## src/rtl/exe_stage_md.sv

```systemverilog
// Execute stage: single-cycle ALU beside an iterative RV32M/RV64M multiply/divide unit.
// Optional build macro EXE_MD_EARLY_OUT_EN ends a multiply once the remaining multiplier bits are zero.
module exe_stage_md #(
  parameter int XLEN  = 32,
  parameter int CNT_W = 6
) (
  input  logic             clk,
  input  logic             rst_n,
  input  logic             id_to_exe_valid,
  output logic             exe_allow_in,
  input  logic             mem_allow_in,
  output logic             exe_to_mem_valid,
  input  logic             flush,
  input  logic [XLEN-1:0]  in_pc,
  input  logic [XLEN-1:0]  in_src1,
  input  logic [XLEN-1:0]  in_src2,
  input  logic [3:0]       in_alu_op,
  input  logic             in_md_en,
  input  logic [2:0]       in_md_op,
  input  logic [4:0]       in_rd,
  input  logic             in_wen,
  output logic [XLEN-1:0]  out_pc,
  output logic [XLEN-1:0]  out_result,
  output logic [4:0]       out_rd,
  output logic             out_wen,
  output logic             exe_busy,
  output logic             exe_fwd_valid
);

  localparam int SH_W = $clog2(XLEN);

  typedef enum logic [1:0] {IDLE, BUSY, DONE} state_t;

  function automatic logic [XLEN-1:0] fix_sign(input logic [XLEN-1:0] v, input logic neg);
    fix_sign = neg ? -v : v;
  endfunction

  function automatic logic [2*XLEN-1:0] fix_sign_wide(input logic [2*XLEN-1:0] v, input logic neg);
    fix_sign_wide = neg ? -v : v;
  endfunction

  logic              exe_valid;
  state_t            state;
  logic [CNT_W-1:0]  cnt;

  logic [XLEN-1:0]   pc_r, src1_r, src2_r;
  logic [3:0]        alu_op_r;
  logic              md_en_r;
  logic [2:0]        md_op_r;
  logic [4:0]        rd_r;
  logic              wen_r;

  logic [2*XLEN-1:0] prod_r, mcand_r;
  logic [XLEN-1:0]   mplier_r, md_res_r;
  logic              neg_r;

  logic              ready_go, launch, is_div, is_rem, div_zero;
  logic              s1_neg, s2_neg, launch_neg;
  logic [XLEN-1:0]   mag1, mag2;
  logic [2*XLEN-1:0] mul_sum, prod_fix;
  logic [XLEN-1:0]   mplier_sh, mul_res, rem_nxt, quo_nxt;
  logic [XLEN:0]     rem_sh, rem_diff;
  logic              q_bit, last_iter, mul_done, iter_done;
  logic [XLEN-1:0]   alu_res;
  logic signed [XLEN-1:0] src1_s, src2_s;
  logic [SH_W-1:0]   shamt;

  assign ready_go         = !md_en_r || (state == DONE);
  assign exe_allow_in     = !exe_valid || (ready_go && mem_allow_in);
  assign exe_to_mem_valid = exe_valid && ready_go;
  assign exe_busy         = exe_valid && md_en_r && (state != DONE);
  assign exe_fwd_valid    = exe_valid && ready_go && wen_r;

  assign out_pc     = exe_valid ? pc_r : '0;
  assign out_result = exe_valid ? (md_en_r ? md_res_r : alu_res) : '0;
  assign out_rd     = exe_valid ? rd_r : '0;
  assign out_wen    = exe_valid && wen_r;

  // ALU: combinational result from the captured operands
  assign src1_s = src1_r;
  assign src2_s = src2_r;
  assign shamt  = src2_r[SH_W-1:0];

  always_comb begin
    alu_res = '0;
    case (alu_op_r)
      4'd0:    alu_res = src1_r + src2_r;
      4'd1:    alu_res = src1_r - src2_r;
      4'd2:    alu_res = src1_r << shamt;
      4'd3:    alu_res[0] = src1_s < src2_s;
      4'd4:    alu_res[0] = src1_r < src2_r;
      4'd5:    alu_res = src1_r ^ src2_r;
      4'd6:    alu_res = src1_r >> shamt;
      4'd7:    alu_res = src1_s >>> shamt;
      4'd8:    alu_res = src1_r | src2_r;
      4'd9:    alu_res = src1_r & src2_r;
      4'd10:   alu_res = src2_r;
      default: alu_res = '0;
    endcase
  end

  // Mul/div launch: operand magnitudes and the sign of the selected result
  assign is_div   = md_op_r[2];
  assign is_rem   = md_op_r[1];
  assign launch   = (state == IDLE) && exe_valid && md_en_r;
  assign div_zero = is_div && (src2_r == '0);
  assign s1_neg   = (md_op_r == 3'd1 || md_op_r == 3'd2 || md_op_r == 3'd4 || md_op_r == 3'd6)
                    && src1_r[XLEN-1];
  assign s2_neg   = (md_op_r == 3'd1 || md_op_r == 3'd4 || md_op_r == 3'd6) && src2_r[XLEN-1];
  assign mag1     = fix_sign(src1_r, s1_neg);
  assign mag2     = fix_sign(src2_r, s2_neg);
  assign launch_neg = (is_div && is_rem) ? s1_neg : (s1_neg ^ s2_neg);

  // Iteration: shift-add multiply, restoring shift-subtract divide
  assign mul_sum   = prod_r + (mplier_r[0] ? mcand_r : '0);
  assign mplier_sh = mplier_r >> 1;
  assign prod_fix  = fix_sign_wide(mul_sum, neg_r);
  assign mul_res   = (md_op_r == 3'd0) ? prod_fix[XLEN-1:0] : prod_fix[2*XLEN-1:XLEN];

  assign rem_sh   = {prod_r[XLEN-1:0], mplier_r[XLEN-1]};
  assign rem_diff = rem_sh - {1'b0, mcand_r[XLEN-1:0]};
  assign q_bit    = !rem_diff[XLEN];
  assign rem_nxt  = q_bit ? rem_diff[XLEN-1:0] : rem_sh[XLEN-1:0];
  assign quo_nxt  = {mplier_r[XLEN-2:0], q_bit};

  assign last_iter = (cnt == CNT_W'(XLEN - 1));
`ifdef EXE_MD_EARLY_OUT_EN
  assign mul_done  = last_iter || (mplier_sh == '0);
`else
  assign mul_done  = last_iter;
`endif
  assign iter_done = is_div ? last_iter : mul_done;

  always_ff @(posedge clk or negedge rst_n) begin
    if (!rst_n) begin
      exe_valid <= 1'b0;
      state     <= IDLE;
      cnt       <= '0;
    end else if (flush) begin
      exe_valid <= 1'b0;
      state     <= IDLE;
      cnt       <= '0;
    end else begin
      if (exe_allow_in) exe_valid <= id_to_exe_valid;
      case (state)
        IDLE: if (launch) begin
          cnt   <= '0;
          state <= div_zero ? DONE : BUSY;
        end
        BUSY: begin
          cnt <= cnt + CNT_W'(1);
          if (iter_done) state <= DONE;
        end
        DONE: if (mem_allow_in) state <= IDLE;
        default: state <= IDLE;
      endcase
    end
  end

  // Payload and mul/div datapath carry no reset
  always_ff @(posedge clk) begin
    if (exe_allow_in && id_to_exe_valid) begin
      pc_r     <= in_pc;
      src1_r   <= in_src1;
      src2_r   <= in_src2;
      alu_op_r <= in_alu_op;
      md_en_r  <= in_md_en;
      md_op_r  <= in_md_op;
      rd_r     <= in_rd;
      wen_r    <= in_wen;
    end
    if (launch) begin
      prod_r <= '0;
      neg_r  <= launch_neg;
      if (is_div) begin
        mcand_r  <= {{XLEN{1'b0}}, mag2};
        mplier_r <= mag1;
      end else begin
        mcand_r  <= {{XLEN{1'b0}}, mag1};
        mplier_r <= mag2;
      end
      if (div_zero) md_res_r <= is_rem ? src1_r : '1;
    end else if (state == BUSY) begin
      if (is_div) begin
        prod_r   <= {{XLEN{1'b0}}, rem_nxt};
        mplier_r <= quo_nxt;
        if (last_iter) md_res_r <= fix_sign(is_rem ? rem_nxt : quo_nxt, neg_r);
      end else begin
        prod_r   <= mul_sum;
        mcand_r  <= mcand_r << 1;
        mplier_r <= mplier_sh;
        if (mul_done) md_res_r <= mul_res;
      end
    end
  end

endmodule

```

## config.mk

```make
export PLATFORM = sky130hd
export DESIGN_NAME = exe_stage_md
export DESIGN_NICKNAME = d
export VERILOG_FILES = /design/src/rtl/exe_stage_md.sv
export SDC_FILE = /design/constraint.sdc
export NUM_CORES = 2
export LEC_CHECK = 0
export ABC_AREA = 1
export BUFFER_PORTS_ARGS = -buffer_cell sky130_fd_sc_hd__buf_2
export CAP_MARGIN = 30
export CORE_AREA = 2 2 260 326
export CTS_CLUSTER_SIZE = 14
export DETAILED_ROUTE_END_ITERATION = 10
export DIE_AREA = 0 0 262 328
export PLACE_DENSITY = 0.62
export SKIP_LAST_GASP = 1
export SYNTH_ARGS = -nofsm -noshare
export SYNTH_HDL_FRONTEND = slang
export SYNTH_SLANG_ARGS = --single-unit
```

## constraint.sdc

```tcl
create_clock -name clk -period 5.79 [get_ports clk]
set_input_delay 1.158 -clock clk [delete_from_list [all_inputs] [get_ports clk]]
set_output_delay 1.158 -clock clk [all_outputs]
set_load 0.01 [all_outputs]
```

==> results.toml <==
[outcome]
status = "complete, no violations"

[synthesis]
synth.yosys.seq_area_share = 0.235
syn-mean-instance-area_sq_um = 5.84
synth_top_area_frac = 0.217
synth_cell_types = 63
ys.warnings.count = 0
syn_nets = 6628
async_flop_share = 0.0288
synth_edf_count = 239
yosys.cell_count.top_type = "nand2_1"
yosys-top-cells-count = "2128 x nand2_1, 1029 x inv_1, 625 x nor2_1, 419 x o21ai_0, 373 x nand3_1"
synthFlopType = "edfxtp_1"
yosysTopAreaCell = "nand2_1"
netlist_area_sq_um = 36900
synthTopCellsByArea = "nand2_1 22%, edfxtp_1 19%, inv_1 10%"
synth-seq-cells = 312
synthCells = 6312

[sta]
setup_viol = 0
rsz0062_at_grt = "yes"
final.setup.tns_ns = 0
tightest_slew_ns = 1.11
setup_ws_ns = 0.0298
skew_ns = 0.0262
drv_slew = 0
layout_min_cycle_time_ns = 5.76
maxSlewHeadroom = 0.255
fmax_mhz = 174
post-route-period-util = 0.995
finalHoldViolations = 0

[min_path]
min_path_type = "in -> async"

[run]
cap_violations = 0

[route]
post_drt_wl_per_cell_um = 26.0
routed_wl_um = 197000
antenna_left = 0
viasPerCell = 5.81
first_iter_violations = 4842
route.detailed.drc = 0
firstDrtPassIters = 6
via_count = 44000

[floorplanning]
die-area_sq_um = 85900
initial_core_util = 0.446
core-area_sq_um = 82700
die_w_um = 262
fp-row-count = 118
io_pins = 189
dieHeight_um = 328

[clocking]
cts_num_sinks = 312
cts_max_path_buffers = 3
clk_latency_ns = 0.63
clkSlewWorstSetupHoldPaths_ns = 0.07
cts_hold_buf = 0
cts_buffers = 39
cts_root_buf = "clkbuf_16"
htreeDepth = 2
cts_tree = "built"

[worst_setup_path]
critical_path_arrival_ns = 4.60
cp_data_required_time_ns = 4.63
startpoint_type = "flip-flop"
critPathMaxFanout = 36
critical_path_class = "reg -> out"
r2r_slack_ns = 0.22
endpoint_kind = "output pin"
reg2regPathDepth = 22

[placement]
place_congestion = 1.11
hpwl_um = 157000
dp_cells = 7487
pre_cts_slack_ns = 0.697
io_buffers = 188

[global_routing]
grt-ovfl-total = 0
grt_max_degree = 163
grt_usage = 0.452
grt_pass1_vias = 42100
grt_pass1_wl_um = 281000
antenna_found_initial = 7

[power_and_ir_drop]
internal_power_mw = 7.59
p_switching_mw = 10.1
p_seq_frac = 0.209
power.share.clock = 0.142
power_density_nw_per_um2 = 433
swShare = 0.570
power_frac_comb = 0.649
p_leak_nw = 21.6
vdd_drop_max_mv = 0.427
power_mw = 17.7

[layout]
nets = 6772
layout-drive-gt1-share = 0.0772
area_growth_pct = 10.7
final.fill_count = 9038
final-instance-count-excl-fill = 7572
utilization = 0.493
-- power groups by stage --
stage / logic (mW) / clock network [mW] / registers (mW)
4_1_cts: 10.9 / 2.52 / 3.67
5_1_grt: 12.3 / 2.58 / 3.74
2_1_floorplan: 6.99 / 0 / 3.48
6_report: 11.5 / 2.50 / 3.70
3_5_place_dp: 10.9 / 0 / 3.70
3_3_place_gp: 10.8 / 0 / 3.70
-- final cells by class --
| class | count | area (sq um) | share of cell area |
|---|---|---|---|
| Clock buffer | 44 | 995 | 0.0244 |
| Antenna cell | 5 | 12.5 | 0.000307 |
| Tap cell | 1080 | 1350 | 0.0331 |
| Clock inverter | 28 | 249 | 0.00610 |
| Timing Repair Buffer | 340 | 2190 | 0.0536 |
| Inverter | 1041 | 3910 | 0.0958 |
| Multi-Input combinational cell | 4722 | 23400 | 0.574 |
| Sequential cell | 312 | 8680 | 0.213 |
-- kinds of logic after synthesis --
logic type               synth area share
AO/OA/AOI/OAI                       0.163
XOR/XNOR                           0.0259
flip-flops                          0.235
multiplexers                      0.00299
buffers and inverters               0.132
adder cells (fa/ha/maj)            0.0690
AND/OR/NAND/NOR                     0.371
-- state kept, by name, summed over array words and instances, names as in the netlist, 5 cells and up --
register,flops
rd_r,5
mplier_r,32
src2_r,32
prod_r,64
cnt,6
pc_r,32
md_res_r,32
src1_r,32
mcand_r,64
-- final timing paths --
path,startpoint,to
worst max-delay path,src2_r[0],out_result[30]
worst min-delay path,rst_n,exe_valid
worst max register to register,mplier_r[0],md_res_r[7]
worst min register to register,prod_r[32],prod_r[32]
max in group asynchronous,rst_n,cnt[2]
min in group clk,prod_r[32],prod_r[32]
-- what timing repair did --
action | in CTS | in global routing
buffers inserted | 0 | 4
resized for setup | 0 | 12
endpoints found under the setup margin | 0 | 12
-- through the flow --
stage          area [sq um]  hold WS (ns)
6_report              40800         0.413
4_1_cts               40700         0.384
3_5_place_dp          39400         0.453
3_3_place_gp          39400         0.446
5_1_grt               40800         0.425
2_1_floorplan         36900         0.435
-- per-layer routing --
metal	up-vias	GRT usage	routed length (um)
li1	20600	-	-
met1	20100	0.464	65900
met2	2369	0.746	90600
met3	941	0.107	16700
met4	6	0.439	23800
met5	-	0	42
-- worst max-delay path, stage by stage (launching register included) --
cell	delay, ns
edfxtp_1	0.45
buf_4	0.17
buf_4	0.35
nor2_1	0.13
a21oi_1	0.22
nor2_1	0.11
nand2_1	0.19
nor2_1	0.15
a2111oi_0	0.83
o221ai_1	0.39
a31oi_1	0.32
o211ai_1	0.26
nand2_1	0.13
nand2_1	0.09
buf_2	0.15
-- cells in the final DEF (no fill, tap or decap), types with 64 or more instances in the layout --
| cell | n |
|---|---|
| nor2_1 | 622 |
| a21oi_1 | 312 |
| dfxtp_1 | 64 |
| edfxtp_1 | 239 |
| nand3_1 | 372 |
| xor2_1 | 98 |
| inv_1 | 1025 |
| o21ai_0 | 415 |
| nand2_1 | 2126 |
| buf_2 | 188 |
| nand4_1 | 70 |
| buf_4 | 142 |
| ha_1 | 197 |
No activity file was read; power rests on OpenSTA's default activity.
